$ cat src/rtl/uart_rx_deframer.sv
// UART receive deframer: 2-flop sync, mid-bit sampling, 8N1 by default.
// Define UART_RX_PARITY_EN for an 8E1 frame with a parity check.
module uart_rx_deframer #(
  parameter int unsigned CLKS_PER_BIT = 434
) (
  input  logic       clk,
  input  logic       reset,
  input  logic       rx,
  input  logic       rx_ack,
  output logic [7:0] data,
  output logic       valid,
  output logic       busy,
  output logic       framing_error,
  output logic       parity_error,
  output logic       overrun
);

  localparam int unsigned H = CLKS_PER_BIT >> 1;
  localparam logic [15:0] HALF_M1 = 16'(H - 1);
  localparam logic [15:0] BIT_M1  = 16'(CLKS_PER_BIT - 1);

  typedef enum logic [2:0] {
    S_IDLE,
    S_START,
    S_DATA,
`ifdef UART_RX_PARITY_EN
    S_PARITY,
`endif
    S_STOP,
    S_BREAK
  } state_t;

  state_t      state_q, state_d;
  logic        sync_q, rx_s_q;
  logic [15:0] cnt_q, cnt_d;
  logic [2:0]  idx_q, idx_d;
  logic [7:0]  shift_q, shift_d;
  logic [7:0]  data_q, data_d;
  logic        valid_q, valid_d;
  logic        fe_q, fe_d;
  logic        ov_q, ov_d;
  logic        par_bad;
`ifdef UART_RX_PARITY_EN
  logic        par_bad_q, par_bad_d;
  logic        pe_q, pe_d;
  assign par_bad = par_bad_q;
`else
  assign par_bad = 1'b0;
`endif

  always_ff @(posedge clk) begin
    if (reset) begin
      sync_q    <= 1'b1;
      rx_s_q    <= 1'b1;
      state_q   <= S_IDLE;
      cnt_q     <= '0;
      idx_q     <= '0;
      shift_q   <= '0;
      data_q    <= '0;
      valid_q   <= 1'b0;
      fe_q      <= 1'b0;
      ov_q      <= 1'b0;
`ifdef UART_RX_PARITY_EN
      par_bad_q <= 1'b0;
      pe_q      <= 1'b0;
`endif
    end else begin
      sync_q    <= rx;
      rx_s_q    <= sync_q;
      state_q   <= state_d;
      cnt_q     <= cnt_d;
      idx_q     <= idx_d;
      shift_q   <= shift_d;
      data_q    <= data_d;
      valid_q   <= valid_d;
      fe_q      <= fe_d;
      ov_q      <= ov_d;
`ifdef UART_RX_PARITY_EN
      par_bad_q <= par_bad_d;
      pe_q      <= pe_d;
`endif
    end
  end

  always_comb begin
    state_d = state_q;
    cnt_d   = cnt_q + 16'd1;
    idx_d   = idx_q;
    shift_d = shift_q;
    data_d  = data_q;
    valid_d = valid_q & ~rx_ack;
    fe_d    = 1'b0;
    ov_d    = 1'b0;
`ifdef UART_RX_PARITY_EN
    par_bad_d = par_bad_q;
    pe_d      = 1'b0;
`endif
    unique case (state_q)
      S_IDLE: begin
        cnt_d = '0;
        if (!rx_s_q) state_d = S_START;
      end
      S_START: begin
        if (cnt_q == HALF_M1) begin
          cnt_d   = '0;
          idx_d   = '0;
          state_d = rx_s_q ? S_IDLE : S_DATA;
        end
      end
      S_DATA: begin
        if (cnt_q == BIT_M1) begin
          cnt_d   = '0;
          shift_d = {rx_s_q, shift_q[7:1]};
          idx_d   = idx_q + 3'd1;
`ifdef UART_RX_PARITY_EN
          if (idx_q == 3'd7) state_d = S_PARITY;
`else
          if (idx_q == 3'd7) state_d = S_STOP;
`endif
        end
      end
`ifdef UART_RX_PARITY_EN
      S_PARITY: begin
        if (cnt_q == BIT_M1) begin
          cnt_d     = '0;
          par_bad_d = rx_s_q != (^shift_q);
          state_d   = S_STOP;
        end
      end
`endif
      S_STOP: begin
        if (cnt_q == BIT_M1) begin
          cnt_d = '0;
          if (rx_s_q && !par_bad) begin
            // ack on the delivery edge is superseded by the new byte
            data_d  = shift_q;
            valid_d = 1'b1;
            ov_d    = valid_q & ~rx_ack;
            state_d = S_IDLE;
          end else if (rx_s_q) begin
`ifdef UART_RX_PARITY_EN
            pe_d    = 1'b1;
`endif
            state_d = S_IDLE;
          end else begin
            fe_d    = 1'b1;
`ifdef UART_RX_PARITY_EN
            pe_d    = par_bad;
`endif
            state_d = S_BREAK;
          end
        end
      end
      S_BREAK: begin
        cnt_d = '0;
        if (rx_s_q) state_d = S_IDLE;
      end
      default: begin
        cnt_d   = '0;
        state_d = S_IDLE;
      end
    endcase
  end

  always_comb begin
    data          = data_q;
    valid         = valid_q;
    busy          = state_q != S_IDLE;
    framing_error = fe_q;
    overrun       = ov_q;
`ifdef UART_RX_PARITY_EN
    parity_error  = pe_q;
`else
    parity_error  = 1'b0;
`endif
  end

endmodule
$ cat config.mk
export PLATFORM = sky130hd
export DESIGN_NAME = uart_rx_deframer
export DESIGN_NICKNAME = d
export VERILOG_FILES = /design/src/rtl/uart_rx_deframer.sv
export SDC_FILE = /design/constraint.sdc
export NUM_CORES = 1
export LEC_CHECK = 0
export CAP_MARGIN = 10
export CELL_PAD_IN_SITES_DETAIL_PLACEMENT = 1
export CELL_PAD_IN_SITES_GLOBAL_PLACEMENT = 2
export CORE_AREA = 5 5 83 85
export DETAILED_ROUTE_END_ITERATION = 16
export DIE_AREA = 0 0 88 90
export GPL_TIMING_DRIVEN = 0
export PLACE_DENSITY_LB_ADDON = 0.1
export SLEW_MARGIN = 20
export SYNTH_ARGS = -nofsm -noshare
export SYNTH_HDL_FRONTEND = slang
export SYNTH_SLANG_ARGS = --single-unit
export TNS_END_PERCENT = 10
$ cat constraint.sdc
create_clock -name clk -period 2.54 [get_ports clk]
set_clock_uncertainty 0.05 [all_clocks]
set_input_delay 0.508 -clock clk [delete_from_list [all_inputs] [get_ports clk]]
set_output_delay 0.508 -clock clk [all_outputs]
set_load 0.005 [all_outputs]
# Yosys cells after proc, flatten, opt, wreduce, memory -nomap -nowiden
# Cells that the tools add are included.
[totals] reg_bits=43 out_inout_bits=13 elab_cells=59
[op_classes] addsub=2 n_eq_ne=13 mux=19 bitwise_logic=5 n_reduce_logical=10
[op_table] cell="2-to-1 mux 16 bit" n=2
[op_table] cell="case mux 16 bit (2 select lines)" n=1
[op_table] cell="2-to-1 mux 3 bit" n=9
[op_table] cell="adder 16 x 1 -> 16 bit (second input constant)" n=1
[op_table] cell="== test 16 x 8 -> 1 bit (second input constant)" n=1
[op_table] cell="== test 16 x 9 -> 1 bit (second input constant)" n=1
[op_table] cell="case mux 3 bit (5 select lines)" n=1
[op_table] cell="inequality test 2 bit (second input constant)" n=6
[op_table] cell="== test 3 x 2 -> 1 bit (second input constant)" n=2
[op_table] cell="== test 3 bit (second input constant)" n=2
[op_table] cell="case mux 3 bit (2 select lines)" n=1
[op_table] cell="AND reduction 3 bit" n=2
[op_table] cell="AND reduction 6 bit" n=1
[op_table] cell="2-to-1 mux 1 bit" n=4
[op_table] cell="NOT 1 bit" n=4
[op_table] cell="OR reduction 4 bit" n=1
[op_table] cell="adder 3 x 1 -> 3 bit (second input constant)" n=1
[op_table] cell="== test 3 x 1 -> 1 bit (second input constant)" n=1
[op_table] cell="zero test 3 bit" n=1
[op_table] cell="nonzero test 3 bit" n=1
[op_table] cell="OR reduction 3 bit" n=1
[op_table] cell="2-to-1 mux 2 bit" n=1
[op_table] cell="AND reduction 2 bit" n=1
[op_table] cell="nonzero test 2 bit" n=1
[op_table] cell="other kinds (2)" n=2

# Longest topological paths before layout
[depth] ltp_word=5 mapped_depth=9

# Worst setup path before layout
# No wires, ideal clock.
[synth_timing] path_kind="register -> register" startpoint="register cnt_q[0]" endpoint="register state_q[0]" setup_time_ps=123 t_arrival_ps=2187 required_time_ps=2367 path_slack_ps=180 stages_incl_launch_ff=8 path_buffers=1 cell_sequence="dfxtp_1 ha_1 or4bb_1 or4_4 buf_6 nand2_1 o2111a_1 mux2_1"
[synth_via] elab_chain_cells=3 elab_cells_between_ends=6
[synth_rtl] item="from (decl)" line_no="35" source="logic [15:0] cnt_q, cnt_d;"
[synth_rtl] item="from (signal assigned)" line_no="71" source="cnt_q <= cnt_d;"
[synth_rtl] item="== test 16 x 9 -> 1 bit or == test 16 x 8 -> 1 bit (tied branches)" line_no="111, 132, 104"
[synth_rtl] item="inequality test 2 bit (no source line)"
[synth_rtl] item="AND reduction 6 bit (no source line) (*)"
[synth_rtl] item="to (signal assigned)" line_no="70" source="state_q <= state_d;"
[synth_rtl] item="to (decl)" line_no="33" source="state_t state_q, state_d;"
# Mark *: on every way between the ends. The rest lies on a longest branch, timed or not.
# A chain may end at the register's enable or synchronous reset.

# Worst setup path after layout
[layout_timing] startpoint="register cnt_q[0]" endpoint="register data_q[4], in the netlist data[4]"
[layout_via] elab_chain_cells=2
[layout_rtl] item="== test 16 x 9 -> 1 bit" line_no="132" source="if (cnt_q == BIT_M1) begin"
[layout_rtl] item="AND reduction 3 bit (no source line)"
[layout_rtl] item="to (signal assigned)" line_no="74" source="data_q <= data_d;"
[layout_rtl] item="to (decl)" line_no="38" source="logic [7:0] data_q, data_d;"
# Every way passes these cells.

==> metrics.md <==
| Metric | Value |
|---|---|
| Status | completed |
| Startpoint types | flop |
| Area growth, synth to finish | 22.3% |
| Setup_tns | 0 ps |
| Placed Area | 2100 sq um |
| Row count | 29 |
| DRT Pass-1 Iters | 4 |
| Maximum buffer depth of the clock tree | 2 |
| Top-area cell type share of the netlist area | 0.465 |
| CTS Root Cell | clkbuf_8 |
| Commonest cells after routing, fill and taps aside | 41 x dfxtp_1, 40 x nor2_1, 17 x mux2i_1 |
| Net Count, Synth | 203 |
| Ys async rst share | 0 |
| Final Hold Fails | 0 |
| DIE HEIGHT | 90 um |
| R2r setup slk | 100 ps |
| Post-Syn Area | 1850 sq um |
| Routed vias | 1390 |
| FF-to-FF path depth | 7 |
| DIE AREA | 7920 sq um |
| Per-cell routed wire length | 13.8 um |
| Largest net degree at the start of global routing | 14 |
| Worst Max-Slew Pin Slew | 600 ps |
| Num ports | 17 |
| CTS Sinks | 43 |
| Pwr/cell area | 658 nW/um^2 |
| Core area | 6130 sq um |
| R2R Path Start | cnt_q[0]$_SDFF_PP0_ |
| Critical path origin | cnt_q[0]$_SDFF_PP0_ |
| Peak supply drop | 0.000279 V |
| Die Span X | 88 um |
| Synth area leaders | dfxtp_1 47%, mux2i_1 9.2%, nor2_1 8.1% |
| Leak | 0.000880 uW |
| Inserted Clock Buffers | 5 |
| Top_reg_cell synth | dfxtp_1 |
| Nets | 228 |
| CP required | 2670 ps |
| Yosys cell types | 39 |
| Clk_lat worst skew | 300 ps |
| GPL Wtd Cong | 0.693 |
| Final Cycle Share | 0.961 |
| CP max FO | 6 |
| Leading area contributor after synthesis | dfxtp_1 |
| Area of the multi-input gates | 931 sq um |
| Final Critical Period | 2440 ps |
| Final Util | 0.369 |
| Critical Path AT | 2570 ps |
| Initial antenna violation count | 0 |
| Vias per cell | 4.68 |
| Wire length on met2 | 2040 um |
| Sequential share of the synthesized area | 0.465 |
| Buffers on Ports | 15 |
| Cts hold-fix bufs | 0 |
| Final Cell Area | 2260 sq um |
| Residual DRC | 0 |
| Avg Cell Area, Syn | 9.53 sq um |
| RR Endpoint | data[4]$_SDFFE_PP0P_ |
| Reg area | 866 sq um |
| Max_slew headroom | 0.599 |
| CP Class | reg2reg |
| Worst Setup EP | data[4]$_SDFFE_PP0P_ |
| Uppermost routed layer | met4 |
| CP Capture Type | flop |
| Met1 Wirelength | 1820 um |
| Fill count | 711 |
| Initial Util | 0.302 |
| Routed WL | 4090 um |
| Final slew viol count | 0 |
| Antenna-violating nets left | 0 |
| Worst-path clk slew | 80 ps |
| Tot GR Track Use | 0.109 |
| Final setup fails | 0 |
| Vias in the first global route | 1459 |
| Htree depth | 2 |
| Most common cell after layout, fill and taps aside | dfxtp_1 |
| Max_cap viols | 0 |
| DR iter-0 viols | 32 |
| Post-synth EDFFs | 0 |
| Hpwl dp | 3000 um |
| Overflow after GRT | 0 |
| ANT cells | 0 |
| #FFs+latches synth | 43 |
| First-pass GRT wire length | 6840 um |
| Yosys warnings | 0 |
| Hold crit path type | reg2reg |
| DR WL met3 | 149 um |
| CTS tree | done |
| Share of layout cells above drive strength 1 | 0.127 |
| Cell count after synthesis | 194 |
| Fmax achieved | 0.410 GHz |
| Total power | 1490 uW |
[what timing repair did]
action | in CTS | in global routing
resized for setup | 1 | 8
endpoints found under the setup margin | 13 | 14
setup buffers | 1 | 2
pin swaps | 1 | 2
cloned | 0 | 1
[kinds of logic after synthesis]
kind of cell	share of synthesized area
AND/OR/NAND/NOR	0.246
flip-flops	0.465
multiplexers	0.0981
XOR/XNOR	0.0710
buffers and inverters	0.0365
AO/OA/AOI/OAI	0.0474
adder cells (fa/ha/maj)	0.0338
other	0.00203
[area by class of cell]
type / instances / share of cell area
inverter: 4 / 0.00664
multi-input combinational: 139 / 0.412
timing repair buffer: 19 / 0.0796
sequential: 43 / 0.383
clock buffer: 6 / 0.0321
buffer: 7 / 0.0183
tap: 77 / 0.0426
clock inverter: 2 / 0.0265
[layer usage]
layer	track usage	vias up
li1	-	704
met1	0.128	663
met2	0.186	17
met3	0.0256	6
met4	0.0460	0
met5	0	-
[worst min-delay path by stage]
stage	from	to	slack, ps	depth (start not counted)
6_report	sync_q$_SDFF_PP1_	rx_s_q$_SDFF_PP1_	370	1
3_5_place_dp	sync_q$_SDFF_PP1_	rx_s_q$_SDFF_PP1_	350	1
3_3_place_gp	sync_q$_SDFF_PP1_	rx_s_q$_SDFF_PP1_	340	1
4_1_cts	sync_q$_SDFF_PP1_	rx_s_q$_SDFF_PP1_	370	1
2_1_floorplan	sync_q$_SDFF_PP1_	rx_s_q$_SDFF_PP1_	340	1
5_1_grt	sync_q$_SDFF_PP1_	rx_s_q$_SDFF_PP1_	390	1
[per-stage QoR]
stage          hold slack (ps)  cells  worst slack, ps
2_1_floorplan              339    194              180
3_3_place_gp               343    286            -21.9
3_5_place_dp               353    286            -38.0
4_1_cts                    374    295             5.86
5_1_grt                    386    297            -3.48
6_report                   369    297             99.0
[critical path: stages (launching register included)]
cell and delay [ps]:
dfxtp_2 390, ha_1 160, or4bb_4 460, or4_4 630
or2_4 270, buf_4 160, mux2i_1 150, nor2_1 50
[cell usage after synthesis, types with 2 or more instances]
| master | count |
|---|---|
| and3_1 | 2 |
| or4_4 | 2 |
| mux2i_1 | 17 |
| a21oi_1 | 4 |
| nor3_1 | 3 |
| nand4_1 | 2 |
| clkbuf_1 | 4 |
| buf_4 | 2 |
| nand2_1 | 12 |
| nor4_1 | 3 |
| a41o_1 | 2 |
| nor2b_1 | 2 |
| nand2b_1 | 4 |
| xor2_1 | 11 |
| dfxtp_1 | 43 |
| xnor2_1 | 4 |
| or2_2 | 2 |
| nand3_1 | 7 |
| ha_1 | 5 |
| nor2_1 | 40 |
| inv_1 | 4 |
| buf_6 | 2 |
[power by group]
part / switching (uW) / internal, uW / total, uW
clock: 236 / 393 / 629
sequential: 17.4 / 683 / 700
combinational: 83.3 / 76.6 / 160
[sequential cells by signal (all words and copies together), names as in the netlist]
name,flops
cnt_q,16
data,8
framing_error,1
idx_q,3
overrun,1
rx_s_q,1
shift_q,8
state_q,3
sync_q,1
valid,1
No activity file was read; power rests on OpenSTA's default activity.
